**config.mk**
```make
export PLATFORM = sky130hd
export DESIGN_NAME = bcd_3digit_decrementer
export DESIGN_NICKNAME = d
export VERILOG_FILES = /design/src/rtl/bcd_3digit_decrementer.sv
export SDC_FILE = /design/constraint.sdc
export NUM_CORES = 1
export LEC_CHECK = 0
export BUFFER_PORTS_ARGS = -buffer_cell sky130_fd_sc_hd__buf_2
export CAP_MARGIN = 20
export CORE_MARGIN = 5
export CORE_UTILIZATION = 47
export CTS_BUF_LIST = sky130_fd_sc_hd__clkbuf_8 sky130_fd_sc_hd__clkbuf_16
export CTS_CLUSTER_SIZE = 25
export DETAILED_ROUTE_END_ITERATION = 8
export MAX_ROUTING_LAYER = met4
export PLACE_DENSITY = 0.71
export SYNTH_ARGS = -nofsm -noshare
export SYNTH_HDL_FRONTEND = slang
export SYNTH_SLANG_ARGS = --single-unit
```
**constraint.sdc**
```tcl
create_clock -name clk -period 3.6 [get_ports clk]
set_input_delay 1.08 -clock clk [delete_from_list [all_inputs] [get_ports clk]]
set_output_delay 1.08 -clock clk [all_outputs]
set_load 0.02 [all_outputs]
```
**src/rtl/bcd_3digit_decrementer.sv**
```systemverilog
// Purpose: three-digit BCD down-counter with load, start/stop control and optional auto-reload.
// Latency: count and done update one cycle after the load/tick that causes them; zero follows q combinationally.
// Backpressure: none; tick is a single-cycle enable and is only honoured in RUN.
module bcd_3digit_decrementer #(
    parameter int RELOAD = 0
) (
    input  logic       clk,
    input  logic       reset_n,
    input  logic       load,
    input  logic [3:0] load0,
    input  logic [3:0] load1,
    input  logic [3:0] load2,
    input  logic       start,
    input  logic       stop,
    input  logic       tick,
    output logic [3:0] q0,
    output logic [3:0] q1,
    output logic [3:0] q2,
    output logic       running,
    output logic       zero,
    output logic       done
);

    typedef enum logic {
        IDLE = 1'b0,
        RUN  = 1'b1
    } state_t;

    state_t     state_q, state_d;
    logic [3:0] q0_q, q1_q, q2_q;
    logic [3:0] q0_d, q1_d, q2_d;
    logic [3:0] rl0_q, rl1_q, rl2_q;
    logic [3:0] rl0_d, rl1_d, rl2_d;
    logic       done_q, done_d;
    // Set after a terminal count in reload mode: the next tick restores the saved value.
    logic       pend_q, pend_d;

    logic [3:0] ld0, ld1, ld2;
    logic [3:0] dec0, dec1, dec2;
    logic       borrow0, borrow1;
    logic       cnt_zero, cnt_one, rl_zero;

    // Out-of-range load digits saturate to 9 so the count is always valid BCD.
    function automatic logic [3:0] clamp_digit(input logic [3:0] v);
        return (v > 4'd9) ? 4'd9 : v;
    endfunction

    // Clamped load digits and status decodes of the current count.
    always_comb begin
        ld0      = clamp_digit(load0);
        ld1      = clamp_digit(load1);
        ld2      = clamp_digit(load2);
        cnt_zero = (q2_q == 4'd0) && (q1_q == 4'd0) && (q0_q == 4'd0);
        cnt_one  = (q2_q == 4'd0) && (q1_q == 4'd0) && (q0_q == 4'd1);
        rl_zero  = (rl2_q == 4'd0) && (rl1_q == 4'd0) && (rl0_q == 4'd0);
    end

    // Ripple-borrow decrement: a digit only changes when every lower digit was 0.
    always_comb begin
        dec0    = (q0_q == 4'd0) ? 4'd9 : q0_q - 4'd1;
        borrow0 = (q0_q == 4'd0);
        dec1    = q1_q;
        if (borrow0) begin
            dec1 = (q1_q == 4'd0) ? 4'd9 : q1_q - 4'd1;
        end
        borrow1 = borrow0 && (q1_q == 4'd0);
        dec2    = q2_q;
        if (borrow1) begin
            dec2 = (q2_q == 4'd0) ? 4'd9 : q2_q - 4'd1;
        end
    end

    // Next-state, count and done logic; load overrides everything, stop overrides start/tick.
    always_comb begin
        state_d = state_q;
        q0_d    = q0_q;
        q1_d    = q1_q;
        q2_d    = q2_q;
        rl0_d   = rl0_q;
        rl1_d   = rl1_q;
        rl2_d   = rl2_q;
        pend_d  = pend_q;
        done_d  = 1'b0;

        if (load) begin
            q0_d    = ld0;
            q1_d    = ld1;
            q2_d    = ld2;
            rl0_d   = ld0;
            rl1_d   = ld1;
            rl2_d   = ld2;
            pend_d  = 1'b0;
            state_d = IDLE;
        end else begin
            case (state_q)
                IDLE: begin
                    pend_d = 1'b0;
                    if (start && !stop && !cnt_zero) begin
                        state_d = RUN;
                    end
                end
                RUN: begin
                    if (stop) begin
                        pend_d  = 1'b0;
                        state_d = IDLE;
                    end else if (tick) begin
                        if (pend_q) begin
                            q0_d   = rl0_q;
                            q1_d   = rl1_q;
                            q2_d   = rl2_q;
                            pend_d = 1'b0;
                        end else if (cnt_one) begin
                            q0_d   = 4'd0;
                            done_d = 1'b1;
                            if ((RELOAD == 0) || rl_zero) begin
                                state_d = IDLE;
                            end else begin
                                pend_d = 1'b1;
                            end
                        end else if (cnt_zero) begin
                            // Never decrement past 000; drop back to IDLE instead.
                            state_d = IDLE;
                        end else begin
                            q0_d = dec0;
                            q1_d = dec1;
                            q2_d = dec2;
                        end
                    end
                end
                default: state_d = IDLE;
            endcase
        end
    end

    // State, count, reload value and done registers; reset clears all immediately.
    always_ff @(posedge clk or negedge reset_n) begin
        if (!reset_n) begin
            state_q <= IDLE;
            q0_q    <= 4'd0;
            q1_q    <= 4'd0;
            q2_q    <= 4'd0;
            rl0_q   <= 4'd0;
            rl1_q   <= 4'd0;
            rl2_q   <= 4'd0;
            pend_q  <= 1'b0;
            done_q  <= 1'b0;
        end else begin
            state_q <= state_d;
            q0_q    <= q0_d;
            q1_q    <= q1_d;
            q2_q    <= q2_d;
            rl0_q   <= rl0_d;
            rl1_q   <= rl1_d;
            rl2_q   <= rl2_d;
            pend_q  <= pend_d;
            done_q  <= done_d;
        end
    end

    assign q0      = q0_q;
    assign q1      = q1_q;
    assign q2      = q2_q;
    assign running = (state_q == RUN);
    assign zero    = cnt_zero;
    assign done    = done_q;

endmodule

```
# Word-level counts from Yosys, hierarchy flattened

Index checks and enable logic that the tools add are counted.
W data, S select, Z words.

Bits in registers: 27
Bits of input ports: 18

Add/subtract/negate cells: 3
Magnitude comparators: 3
Equality and inequality tests: 6
Muxes and demuxes: 47
Bitwise operators: 1
Reductions and logical operators: 18

Operators by type and width:

| cell                  | count |
|---|---|
| $mux W4               | 29 |
| $mux W1               | 16 |
| $gt A4 B4 Y1 const B  | 3 |
| $logic_not A4 Y1      | 3 |
| $reduce_and A6 Y1     | 2 |
| $sub A4 B1 Y4 const B | 3 |
| $logic_and A1 B1 Y1   | 6 |
| $ne A3 B3 Y1 const B  | 2 |
| $reduce_bool A3 Y1    | 2 |
| $eq A4 B1 Y1 const B  | 1 |
| $ne A4 B3 Y1 const B  | 1 |
| $ne A4 B4 Y1 const B  | 1 |
| $pmux W1 S2           | 2 |
| $reduce_and A4 Y1     | 1 |
| $reduce_bool A2 Y1    | 2 |
| $logic_not A1 Y1      | 2 |
| $ne A2 B2 Y1 const B  | 1 |
| $not A1 Y1            | 1 |

# Longest topological paths before layout

Word-level depth: 10
Mapped depth: 6
Depth with buffers taken out: 6

# Worst setup path before layout

OpenSTA, ideal clock, no wires.

Path kind: reg-to-output
From: register q0_q[0], in the netlist q0[0]
To: output zero
Arrival time: 1.546 ns
Data required time: 2.520 ns
Slack: 0.974 ns
Cell stages (with the launch flop): 5
Cells stage by stage: dfrtp_1 > inv_1 > ha_1 > or3b_1 > nor2_1

Cells in the longest elaborated chain, start to end: 2

RTL lines:

| element                | line | RTL |
|---|---|---|
| from (decl)            | 30   | `logic [3:0] q0_q, q1_q, q2_q;` |
| from (signal assigned) | 149  | `q0_q <= q0_d;` |
| $logic_not A4 Y1       | 53   | `cnt_zero = (q2_q == 4'd0) && (q1_q == 4'd0) && (q0_q == 4'd0);` |
| $logic_and A1 B1 Y1    | 53   |  |
| to (decl)              | 20   | `output logic zero,` |

Every way passes these cells.

# Final worst setup path

From: register q0_q[1], in the netlist q0[1]
To: output zero

The elaborated chain is that of the path after synthesis.

==> reports/results.ini <==
[yosys]
synthCells = 106
ys_warn_count = 0
yosysTopAreaCell = dfrtp_1
synth_area_sq_mm = 0.001008
yosysTopAreaCellShare = 0.3474
synth_top_cells_by_area = dfrtp_1, nor2_1, mux2_4, nor4_4, nand2_1
ys_ff_latch = 14
synth_edf_count = 0
async_flop_share = 1.000
ys_types = 40
ys_seq_area_frac = 0.3474
syn_area_per_cell_sq_um = 9.514
syn-num-nets = 126
synth_ff_type = dfrtp_1
synthTopCellsByCount = dfrtp_1, nor2_1, nand2_1, inv_1, o21ai_0

[cts]
cts_root_buf = clkbuf_8
cts_tree = built
cts.sinks = 14
holdBufCountCts = 0
cts.clk_slew.worst_paths_ns = 0.06
cts_buffers = 3
htreeDepth = 1
clockBufferDepth = 2
postCtsResizedCells = 0
clk_latency_ns = 0.25
cts_setup_buffers = 0

[global_routing]
grt_pass1_vias = 906
grt_busiest_layer = met2
grt_pass1_wl_mm = 4.264
use_met2 = 0.2671
grtUsageTotal = 0.1749
antenna_found_initial = 0
grt_util_met1 = 0.2266
overflow = 0
grt_start_max_net_pins = 17
grtUsageMet3 = 0.03440

[finish]
antennaDiodeCount = 0
drive_gt1_frac = 0.3500
area_delta_synth_final_pct = 23.95
nFillCells = 179
nets = 161

[timing]
setup-violations-final = 0
fmax_mhz = 346.8
min_period_ns = 2.884
relSlewSlack = 0.6767
grt_setup_unrepaired = no
final_max_slew_viol_count = 0
tightestPinTransition_ns = 0.4813
fin_hold_ws_ns = 0.5961
finClkSkew_ns = 0.002709
fin_tns_setup_ns = 0
fin_crit_sh = 0.8010
hold_viol = 0

[floorplanning]
die_height_microns = 56.32
die_w_microns = 56.32
start_util = 0.5037
num_rows = 16
core_area_sq_mm = 0.002002
dieArea_sq_mm = 0.003172
ios = 33

[drt]
ant_nets = 0
drt_pass1_iterations = 4
vias = 963
avgViaCountPerCell = 5.766
drt_iter0_drc = 28
avgRoutedWirePerCell_microns = 14.54
drc = 0
wirelength_mm = 2.428

[run_status]
outcome = completed

[critical_path]
rr_endpoint = q1[1]$_DFFE_PN0P_
cp_top_family = simple AND/OR/NAND/NOR gates
regToRegStartpoint = q0[1]$_DFFE_PN0P_
path_cells = inv_1, ha_1, or3b_1, nor2_1, buf_2
slowest_delay_ns = 0.46
end_kind = output pin
slowest_stage = or3b_1
crit_required_ns = 2.52
reg2regPathDepth = 6
setup.worst_path.class = reg2out
cp-start-kind = flip-flop
crit_buf_inv = 2
r2r_slack_ns = 1.58
critPathArrivalTime_ns = 1.80
cp_max_fo = 7

[min_path]
hp-start = q0[0]$_DFFE_PN0P_
hold-path-cell-count = 1
worstHoldEndpoint = q0[0]$_DFFE_PN0P_
hold_path_class = reg2reg

[placed_design]
hpwl_mm = 1.790
io_buffers = 32
gp_congestion = 0.8201

[pwr]
vdd_ir_drop_max_mv = 0.2969
p_leak_nw = 0.5676
power.density_mw_per_mm2 = 439.4
power_mw = 0.5493

[flow_run]
maxCapViolations = 0

==> power breakdown <==
group          switching [mW]  internal (mW)  total [mW]
Sequential             0.0361          0.177       0.214
Clock                  0.0595         0.0970       0.157
Combinational           0.101         0.0781       0.179
Total                   0.197          0.352       0.549
==> how the worst max path moves through the flow <==
| stage | startpoint | endpoint | slack [ns] | cells after the start |
|---|---|---|---|---|
| after floorplan | q0[0]$_DFFE_PN0P_ | zero | 0.97 | 4 |
| after global placement | q0[0]$_DFFE_PN0P_ | zero | 1.01 | 5 |
| after detailed placement | q0[1]$_DFFE_PN0P_ | zero | 0.99 | 5 |
| after CTS | q0[1]$_DFFE_PN0P_ | zero | 0.70 | 5 |
| after global routing | q0[1]$_DFFE_PN0P_ | zero | 0.55 | 5 |
| final | q0[1]$_DFFE_PN0P_ | zero | 0.72 | 5 |
==> logic make-up (layout without fill, tap and decap cells) <==
kind of cell	Yosys count	after routing	share of synthesized area
adder cells (fa/ha/maj)	2	2	0.02481
flip-flops	14	14	0.3474
AO/OA/AOI/OAI	32	32	0.2581
AND/OR/NAND/NOR	43	43	0.2544
multiplexers	7	7	0.08561
buffers and inverters	8	42	0.02978
==> cell usage in the layout, fill, tap and decap left out, drive strengths merged, types with 3 or more instances in the layout <==
master  count
dfrtp      14
o22ai       3
a21oi       3
a31oi       3
inv         6
o21ai       7
o31a        3
buf        32
nand4       3
clkbuf      4
mux2i       3
nand3b      4
nor2       14
nand2       9
mux2        4
==> per-stage QoR <==
stage	worst slack [ns]	instance area [sq um]	std cells	utilization
after floorplan	0.9742	1008	106	-
after global placement	1.005	1195	163	0.5969
after detailed placement	0.9894	1195	163	0.5969
after CTS	0.6987	1250	167	0.6244
after global routing	0.5544	1250	167	0.6244
final	0.7165	1250	167	0.6244
==> area by class of cell <==
class,instances,area [sq um],area share
inverter,6,22.52,0.01802
tap,27,33.78,0.02703
clock buffer,4,55.05,0.04404
multi-input combinational,84,628.1,0.5025
sequential,14,350.3,0.2803
timing repair buffer,32,160.2,0.1281
==> per-layer routing <==
| metal | wire length, microns | up-vias | share of wire |
|---|---|---|---|
| met1 | 1074 | 463 | 0.44 |
| li1 | - | 466 | - |
| met2 | 1170 | 29 | 0.48 |
| met5 | 0 | - | 0 |
| met3 | 143 | 5 | 0.059 |
| met4 | 40 | 0 | 0.016 |
==> sequential cells by signal, indices dropped and copies added, names as in the netlist <==
signal and count:
q1 4, q2 4, done 1, running 1, q0 4
No activity file was read; power rests on OpenSTA's default activity.
